File: config.mk
export PLATFORM = sky130hd
export DESIGN_NAME = branch_predictor
export DESIGN_NICKNAME = d
export VERILOG_FILES = /design/src/rtl/branch_predictor.sv
export SDC_FILE = /design/constraint.sdc
export NUM_CORES = 2
export LEC_CHECK = 0
export BUFFER_PORTS_ARGS = -buffer_cell sky130_fd_sc_hd__buf_2
export CORE_ASPECT_RATIO = 1.25
export CORE_MARGIN = 2
export CORE_UTILIZATION = 25
export DETAILED_ROUTE_END_ITERATION = 8
export SKIP_LAST_GASP = 1
export SYNTH_ARGS = -nofsm -noshare
export SYNTH_HDL_FRONTEND = slang
export SYNTH_SLANG_ARGS = --single-unit
File: constraint.sdc
create_clock -name i_clk -period 11.83 [get_ports i_clk]
set_clock_uncertainty 0.05 [all_clocks]
set_input_delay 2.366 -clock i_clk [delete_from_list [all_inputs] [get_ports i_clk]]
set_output_delay 2.366 -clock i_clk [all_outputs]
set_load 0.02 [all_outputs]
File: src/rtl/branch_predictor.sv
// Branch target buffer with saturating direction counters for fetch next-PC selection.
// Define BRANCH_PREDICTOR_RAS_EN to add a speculative return address stack.
module branch_predictor #(
    parameter int unsigned XLEN      = 32,
    parameter int unsigned ENTRIES   = 64,
    parameter int unsigned TAG_BITS  = 8,
    parameter int unsigned CTR_BITS  = 2,
    parameter int unsigned RAS_DEPTH = 4
) (
    input  logic            i_clk,
    input  logic            i_rst,
    input  logic            i_lu_valid,
    input  logic [XLEN-1:0] i_lu_pc,
    output logic            o_pred_hit,
    output logic            o_pred_taken,
    output logic [XLEN-1:0] o_pred_target,
    input  logic            i_upd_valid,
    input  logic [XLEN-1:0] i_upd_pc,
    input  logic            i_upd_taken,
    input  logic [XLEN-1:0] i_upd_target,
    input  logic [1:0]      i_upd_kind,
    input  logic            i_flush_all
);
    localparam int unsigned IdxW = $clog2(ENTRIES);
    localparam logic [1:0] KindCond = 2'b00;
    localparam logic [1:0] KindCall = 2'b10;
    localparam logic [1:0] KindRet  = 2'b11;
    localparam logic [CTR_BITS-1:0] CtrMax  = '1;
    localparam logic [CTR_BITS-1:0] CtrZero = '0;
    localparam logic [CTR_BITS-1:0] CtrWeak = CtrMax ^ (CtrMax >> 1);

    logic                r_valid  [ENTRIES];
    logic [TAG_BITS-1:0] r_tag    [ENTRIES];
    logic [XLEN-1:0]     r_target [ENTRIES];
    logic [1:0]          r_kind   [ENTRIES];
    logic [CTR_BITS-1:0] r_ctr    [ENTRIES];

    logic [IdxW-1:0]     w_lu_idx;
    logic [TAG_BITS-1:0] w_lu_tag;
    logic [XLEN-1:0]     w_lu_seq;
    logic                w_lu_hit;
    logic [IdxW-1:0]     w_upd_idx;
    logic [TAG_BITS-1:0] w_upd_tag;
    logic                w_upd_hit;
    logic                w_unused_pc;

    assign w_lu_idx    = i_lu_pc[IdxW+1:2];
    assign w_lu_tag    = i_lu_pc[IdxW+2+TAG_BITS-1:IdxW+2];
    assign w_lu_seq    = i_lu_pc + XLEN'(4);
    assign w_upd_idx   = i_upd_pc[IdxW+1:2];
    assign w_upd_tag   = i_upd_pc[IdxW+2+TAG_BITS-1:IdxW+2];
    assign w_unused_pc = ^{i_lu_pc, i_upd_pc};

    // Gating with reset keeps outputs on the miss rule while reset is held.
    assign w_lu_hit  = i_rst & i_lu_valid & r_valid[w_lu_idx] & (r_tag[w_lu_idx] == w_lu_tag);
    assign w_upd_hit = r_valid[w_upd_idx] & (r_tag[w_upd_idx] == w_upd_tag);

`ifdef BRANCH_PREDICTOR_RAS_EN
    localparam int unsigned RasPtrW = (RAS_DEPTH > 1) ? $clog2(RAS_DEPTH) : 1;
    localparam int unsigned RasCntW = $clog2(RAS_DEPTH + 1);
    localparam logic [RasPtrW-1:0] RasLast = RasPtrW'(RAS_DEPTH - 1);
    localparam logic [RasCntW-1:0] RasFull = RasCntW'(RAS_DEPTH);

    logic [XLEN-1:0]    r_ras [RAS_DEPTH];
    logic [RasPtrW-1:0] r_ras_ptr;
    logic [RasCntW-1:0] r_ras_cnt;
    logic [RasPtrW-1:0] w_ras_next;
    logic [RasPtrW-1:0] w_ras_prev;
    logic               w_ras_push;
    logic               w_ras_pop;

    // r_ras_ptr is the next free slot; when full it is also the oldest entry.
    assign w_ras_next = (r_ras_ptr == RasLast) ? '0 : r_ras_ptr + RasPtrW'(1);
    assign w_ras_prev = (r_ras_ptr == '0) ? RasLast : r_ras_ptr - RasPtrW'(1);
    assign w_ras_push = w_lu_hit & (r_kind[w_lu_idx] == KindCall);
    assign w_ras_pop  = w_lu_hit & (r_kind[w_lu_idx] == KindRet) & (r_ras_cnt != '0);

    always_ff @(posedge i_clk) begin
        if (!i_rst || i_flush_all) begin
            r_ras_ptr <= '0;
            r_ras_cnt <= '0;
        end else if (w_ras_push) begin
            r_ras[r_ras_ptr] <= w_lu_seq;
            r_ras_ptr        <= w_ras_next;
            if (r_ras_cnt != RasFull) r_ras_cnt <= r_ras_cnt + RasCntW'(1);
        end else if (w_ras_pop) begin
            r_ras_ptr <= w_ras_prev;
            r_ras_cnt <= r_ras_cnt - RasCntW'(1);
        end
    end
`else
    logic w_unused_ras;
    assign w_unused_ras = (RAS_DEPTH == 0);
`endif

    always_comb begin
        o_pred_hit    = w_lu_hit;
        o_pred_taken  = 1'b0;
        o_pred_target = w_lu_seq;
        if (w_lu_hit) begin
            if (r_kind[w_lu_idx] == KindCond) begin
                o_pred_taken = r_ctr[w_lu_idx][CTR_BITS-1];
                if (o_pred_taken) o_pred_target = r_target[w_lu_idx];
            end else begin
                o_pred_taken  = 1'b1;
                o_pred_target = r_target[w_lu_idx];
`ifdef BRANCH_PREDICTOR_RAS_EN
                if (w_ras_pop) o_pred_target = r_ras[w_ras_prev];
`endif
            end
        end
    end

    always_ff @(posedge i_clk) begin
        if (!i_rst) begin
            for (int i = 0; i < ENTRIES; i++) begin
                r_valid[i] <= 1'b0;
                r_ctr[i]   <= CtrZero;
            end
        end else if (i_flush_all) begin
            for (int i = 0; i < ENTRIES; i++) r_valid[i] <= 1'b0;
        end else if (i_upd_valid) begin
            if (w_upd_hit) begin
                if (i_upd_kind == KindCond) begin
                    if (i_upd_taken) begin
                        if (r_ctr[w_upd_idx] != CtrMax)
                            r_ctr[w_upd_idx] <= r_ctr[w_upd_idx] + CTR_BITS'(1);
                        r_target[w_upd_idx] <= i_upd_target;
                        r_kind[w_upd_idx]   <= i_upd_kind;
                    end else if (r_ctr[w_upd_idx] != CtrZero) begin
                        r_ctr[w_upd_idx] <= r_ctr[w_upd_idx] - CTR_BITS'(1);
                    end
                end else begin
                    r_target[w_upd_idx] <= i_upd_target;
                    r_kind[w_upd_idx]   <= i_upd_kind;
                    r_ctr[w_upd_idx]    <= CtrMax;
                end
            end else if (i_upd_taken) begin
                r_valid[w_upd_idx]  <= 1'b1;
                r_tag[w_upd_idx]    <= w_upd_tag;
                r_target[w_upd_idx] <= i_upd_target;
                r_kind[w_upd_idx]   <= i_upd_kind;
                r_ctr[w_upd_idx]    <= (i_upd_kind == KindCond) ? CtrWeak : CtrMax;
            end
        end
    end
endmodule

== After elaboration in Yosys (flattened, before gate mapping) ==
Memory sizes are Yosys's and may differ from the RTL's.
Index checks and enable logic that the tools add are counted.

* Bits of input ports: 104
* RAM bits: 2880
* Memories: 5
* Register bits: 0

{| class="wikitable"
|+ Memory list
! memory !! words !! bits a word !! rd ports !! clocked after Yosys merged registers in !! write ports !! line !! source
|-
| r_target || 64 || 32 || 1 || 0 || 1 || 34 || <nowiki>logic [XLEN-1:0] r_target [ENTRIES];</nowiki>
|-
| r_tag || 64 || 8 || 2 || 0 || 1 || 33 || <nowiki>logic [TAG_BITS-1:0] r_tag [ENTRIES];</nowiki>
|-
| r_ctr || 64 || 2 || 2 || 0 || 64 || 36 || <nowiki>logic [CTR_BITS-1:0] r_ctr [ENTRIES];</nowiki>
|-
| r_kind || 64 || 2 || 1 || 0 || 1 || 35 || <nowiki>logic [1:0] r_kind [ENTRIES];</nowiki>
|-
| r_valid || 64 || 1 || 2 || 0 || 64 || 32 || <nowiki>logic r_valid [ENTRIES];</nowiki>
|}

* Reduce and logical (&&, ||, !) cells: 5
* Add/sub/neg operators: 3
* Equality and inequality tests: 3
* Bitwise logic cells: 75
* Mux-type cells: 121

{| class="wikitable"
|+ Operator list
! operator !! count
|-
| $mux W32 || 5
|-
| $mux W1 || 108
|-
| $or A1 B1 Y1 || 71
|-
| $add A32 B3 Y32 const B || 1
|-
| $eq A8 B8 Y1 || 2
|-
| $mux W2 || 6
|-
| $mux W6 || 2
|-
| $and A1 B1 Y1 || 4
|-
| $logic_not A2 Y1 || 2
|-
| $add A2 B1 Y2 const B || 1
|-
| $ne A2 B2 Y1 const B || 1
|-
| $reduce_bool A2 Y1 || 1
|-
| $reduce_or A2 Y1 || 1
|-
| $sub A2 B1 Y2 const B || 1
|-
| $reduce_or A1 Y1 || 1
|}

== Depth between registers and ports, before layout ==
An unclocked memory read counts as a cell.

* Depth after elaboration: 15
* Mapped depth: 18
* Gate-level depth less buffers: 9

== Least setup slack after synthesis ==
No wires, ideal clock.

* Kind: input-to-output
* From: in i_lu_pc[2]
* To: out o_pred_target[10]
* Arrival time: 6.224 ns
* Slack: 3.190 ns
* Cell stages on the path: 12
* Data required time: 9.414 ns
* Buffers on the path: 8
* Cells stage by stage: buf_2 buf_4 buf_6 buf_4 buf_4 buf_2 clkbuf_1 buf_1 mux4_2 mux4_2 mux4_2 mux2_2

* Word-level cells in the longest chain between the ends: 4
* Elaborated cells between the ends (all ways): 13
* Classes of those cells: add/sub: 1; eq/ne: 1; mux: 3; bitwise: 2; reduce/logical: 1; memory: 5

{| class="wikitable"
|+ RTL lines
! element !! line !! source
|-
| start: declaration || 13 || <nowiki>input logic [XLEN-1:0] i_lu_pc,</nowiki>
|-
| $add A32 B3 Y32 (tied with other cells) || 49 || <nowiki>assign w_lu_seq = i_lu_pc + XLEN'(4);</nowiki>
|-
| $mux W32 (tied with other cells) || 103 || <nowiki>if (o_pred_taken) o_pred_target = r_target[w_lu_idx];</nowiki>
|-
| $mux W32 or $and A1 B1 Y1 (tied branches) || 101, 55 ||
|-
| $mux W32 (*) || 100 || <nowiki>if (w_lu_hit) begin</nowiki>
|-
| end: declaration || 16 || <nowiki>output logic [XLEN-1:0] o_pred_target,</nowiki>
|}

Mark *: on every way between the ends. The rest lies on a longest branch, timed or not.

== Final worst setup path ==
* From: in i_lu_pc[3]
* To: out o_pred_target[3]

Same word-level chain as after synthesis.

==> summary.txt <==
Outcome
  • Status: finished clean

Power and ir drop
  • Pleak: 41.2 nW
  • Peak VDD IR: between 0.0001 and 0.00015 V
  • Power per cell area: 160 nW/µm²
  • Power consumption: 21.8 mW

Die
  • Core ar.: between 400,000 and 500,000 µm²
  • Die ar.: ~480,000 µm²
  • Initial core utilization: 0.251
  • Die Ht: 770 µm
  • Io pins: 138
  • Die width: 617 µm
  • Core Rows: 281

Timing
  • Endpoints failing hold: 0
  • Final Setup Violations: 0
  • Min Tclk post-route: 9.90 ns
  • Final period util: 0.837
  • Slew @ Worst Pin: 1.43 ns
  • RSZ-0062 raised after global routing: false
  • Slew Limit Fails: 0
  • Sum Neg Setup Slack: 0 ns
  • Max Clock Freq: around 0.1 GHz
  • Slew margin rel.: 0.0455

Global routing
  • Global-route wire length before repair: 497 mm
  • GR Util All Layers: 0.147
  • Total grt overflow: 0
  • Vias in the first global route: 63,000
  • Initial antenna violation count: 35
  • Largest net degree at the start of global routing: 117

Setup path
  • Crit-path max FO: 68
  • Worst path required time: about 9.4 ns
  • Reg2reg path depth: 10
  • CP endpoint kind: output pin
  • R2R Setup Slk: 5.84 ns
  • Reg-to-Reg Start: r_tag[53][2]
  • CP startpoint kind: primary input
  • FF-to-FF End: r_target[44][2]
  • Crit. Startpoint: i_lu_pc[3]
  • Worst Path Arrival: between 7 and 8 ns
  • Critical path type: primary input to output pin
  • Worst Setup EP: o_pred_target[3]

Logic synthesis
  • Syn_area_per_cell: 20.8 µm²
  • Synth Register Bits: ~2,900
  • Register area share after synthesis: 0.731
  • Ys Warns: 0
  • Top FF cell, synth: edfxtp_1
  • Syn nets: roughly 5,700
  • Synthesized cell area: about 120,000 µm²
  • Cells after Synth: 5,644
  • Asr flop ratio synth: 0
  • Post-synth cell types: 71
  • EDFF count, synth: 2,816

Worst hold path
  • Worst hold-check path type: flip-flop to flip-flop
  • Hold Path Cell Cnt: 2

Clock tree
  • CTS Sinks: between 2,000 and 3,000
  • Post-CTS Setup Bufs: 0
  • Post-CTS Resized: 0
  • Clock Path Buffers: 4
  • H-tree lvl count: 5
  • Clk_lat worst skew: 0.88 ns
  • CTS tree: built
  • Num CTS Buffers: 305
  • Clock-pin slew of the registers on the worst-case setup and hold paths: 0.05 ns
  • Cts hold-fix bufs: 0
  • Root Driver: clkbuf_16

Route
  • # DRC: 0
  • Routed Antenna Nets: 0
  • Routed wire per std cell: 29.0 µm
  • Pre-antenna DRT Iters: 8
  • Via/cell ratio: 5.04
  • DRT iter0 DRCs: 9,180
  • Final wirelength: ~360 mm
  • DR vias: 62,500

Cells and area
  • Commonest non-fill, non-tap cells in the layout: edfxtp_1 (2,816), mux4_2 (907), clkbuf_16 (310)
  • Area Overhead vs Synth: 16.2%
  • # nets final: slightly above 6,000
  • Most common library cell in the layout ignoring fill and taps: edfxtp_1
  • Layout cell share with drive strength beyond 1: 0.303
  • Core Util, Final: 0.292

Placed design
  • PortBufs: 119
  • Post-DP HPWL: 216 mm
  • GP Congestion: 0.910

Job
  • Max Cap Viol: 0
[critical path, stage by stage]
cell	delay (ns)
buf_8	0.55
buf_4	0.60
mux4_2	0.59
mux4_2	0.52
nand2b_1	0.18
a32oi_1	0.39
xnor2_1	0.17
nor2_1	0.13
nand4b_1	0.17
nor4bb_4	0.31
buf_4	0.56
mux2_2	0.58
buf_2	0.23
[sequential cells by signal (all words and copies together) (netlist names)]
signal / flops
r_ctr: 128
r_kind: 128
r_tag: 512
r_target: 2048
r_valid: 64
[routing by layer]
metal	share of wire	global-route usage	vias to the layer above
met5	0.00089	0	-
met4	0.044	0.0608	12
met3	0.096	0.0349	760
met2	0.48	0.240	3580
met1	0.38	0.186	33600
li1	-	-	24600
[synth_stat cells (4+ instances only)]
cell type  count  area (µm²)
xor2_1        16         140
dfxtp_1       64        1280
buf_2         97         485
mux2i_1      134        1340
nor3_1       115         576
inv_2          4        15.0
nand3_1       41         205
o22a_1         5        43.8
nand4_1       14        87.6
a211oi_1      84         631
o211ai_1       4        30.0
or4_1          4        30.0
nand2b_1       8        50.1
a32oi_1        8        70.1
a311oi_1       6        52.6
nor3b_1        6        45.0
nand2_1      220         826
mux4_2       907       20400
o31ai_1        7        52.6
a21oi_1      110         551
inv_1         11        41.3
o21ai_0       83         415
nor2_1       180         676
o22ai_1       26         163
xnor2_1       27         236
a221oi_1      60         526
a22o_1        11        96.3
and3_1        13        81.3
nor4_1        15        93.8
a31oi_1       13        81.3
a22oi_1       76         571
mux2_2        69         777
buf_1         77         289
nor2b_1       16         100
o221ai_1       4        35.0
clkbuf_1     182         683
buf_6         13         146
buf_4         21         158
a221o_1       17         170
edfxtp_1    2816       84600
a2111oi_0      6        52.6
and2_1         9        56.3
[layout make-up]
| cell class | instances | area, µm² |
|---|---|---|
| tap | 6226 | 7790 |
| multi-input combinational | 2358 | 30300 |
| inverter | 15 | 66.3 |
| antenna | 11 | 27.5 |
| clock buffer | 380 | 8080 |
| sequential | 2880 | 85800 |
| timing repair buffer | 369 | 2760 |
| fill | 45100 | 332000 |
| clock inverter | 167 | 1550 |
[per-stage QoR]
| step | hold WS (ns) | cells | instance area, µm² | setup WS (ns) |
|---|---|---|---|---|
| floorplan | 0.386 | 5644 | 117000 | 3.19 |
| global placement | 0.396 | 11800 | 127000 | 2.02 |
| detailed placement | 0.416 | 11800 | 127000 | 1.98 |
| CTS | 0.428 | 12400 | 136000 | 1.94 |
| global route | 0.448 | 12400 | 136000 | 1.70 |
| finish | 0.430 | 12400 | 136000 | 1.93 |
[power by group]
| group | switching (mW) | internal [mW] |
|---|---|---|
| sequential | 0.0169 | 11.2 |
| clock | 4.00 | 5.33 |
| combinational | 0.786 | 0.457 |
[how the worst min path moves through the flow]
stage	endpoint	slack, ns	start
floorplan	r_valid[42]	0.39	r_valid[42]
global placement	r_valid[22]	0.40	r_valid[22]
detailed placement	r_valid[17]	0.42	r_valid[17]
CTS	r_valid[17]	0.43	r_valid[17]
global route	r_valid[15]	0.45	r_valid[15]
finish	r_valid[54]	0.43	r_valid[54]
[kinds of logic (layout without fill, tap and decap cells)]
| family | after synthesis | after routing | synth area share |
|---|---|---|---|
| and+or+nand+nor | 663 | 663 | 0.0257 |
| muxes | 1112 | 1112 | 0.192 |
| adders and majority gates | 1 | 1 | 0.000107 |
| xor gates and xnor gates | 43 | 43 | 0.00321 |
| other | 0 | 11 | 0 |
| DFF | 2880 | 2880 | 0.731 |
| AOI/OAI and AO/OA | 539 | 539 | 0.0318 |
| buffers and inverters | 406 | 931 | 0.0155 |
(Power assumes the default switching activity.)
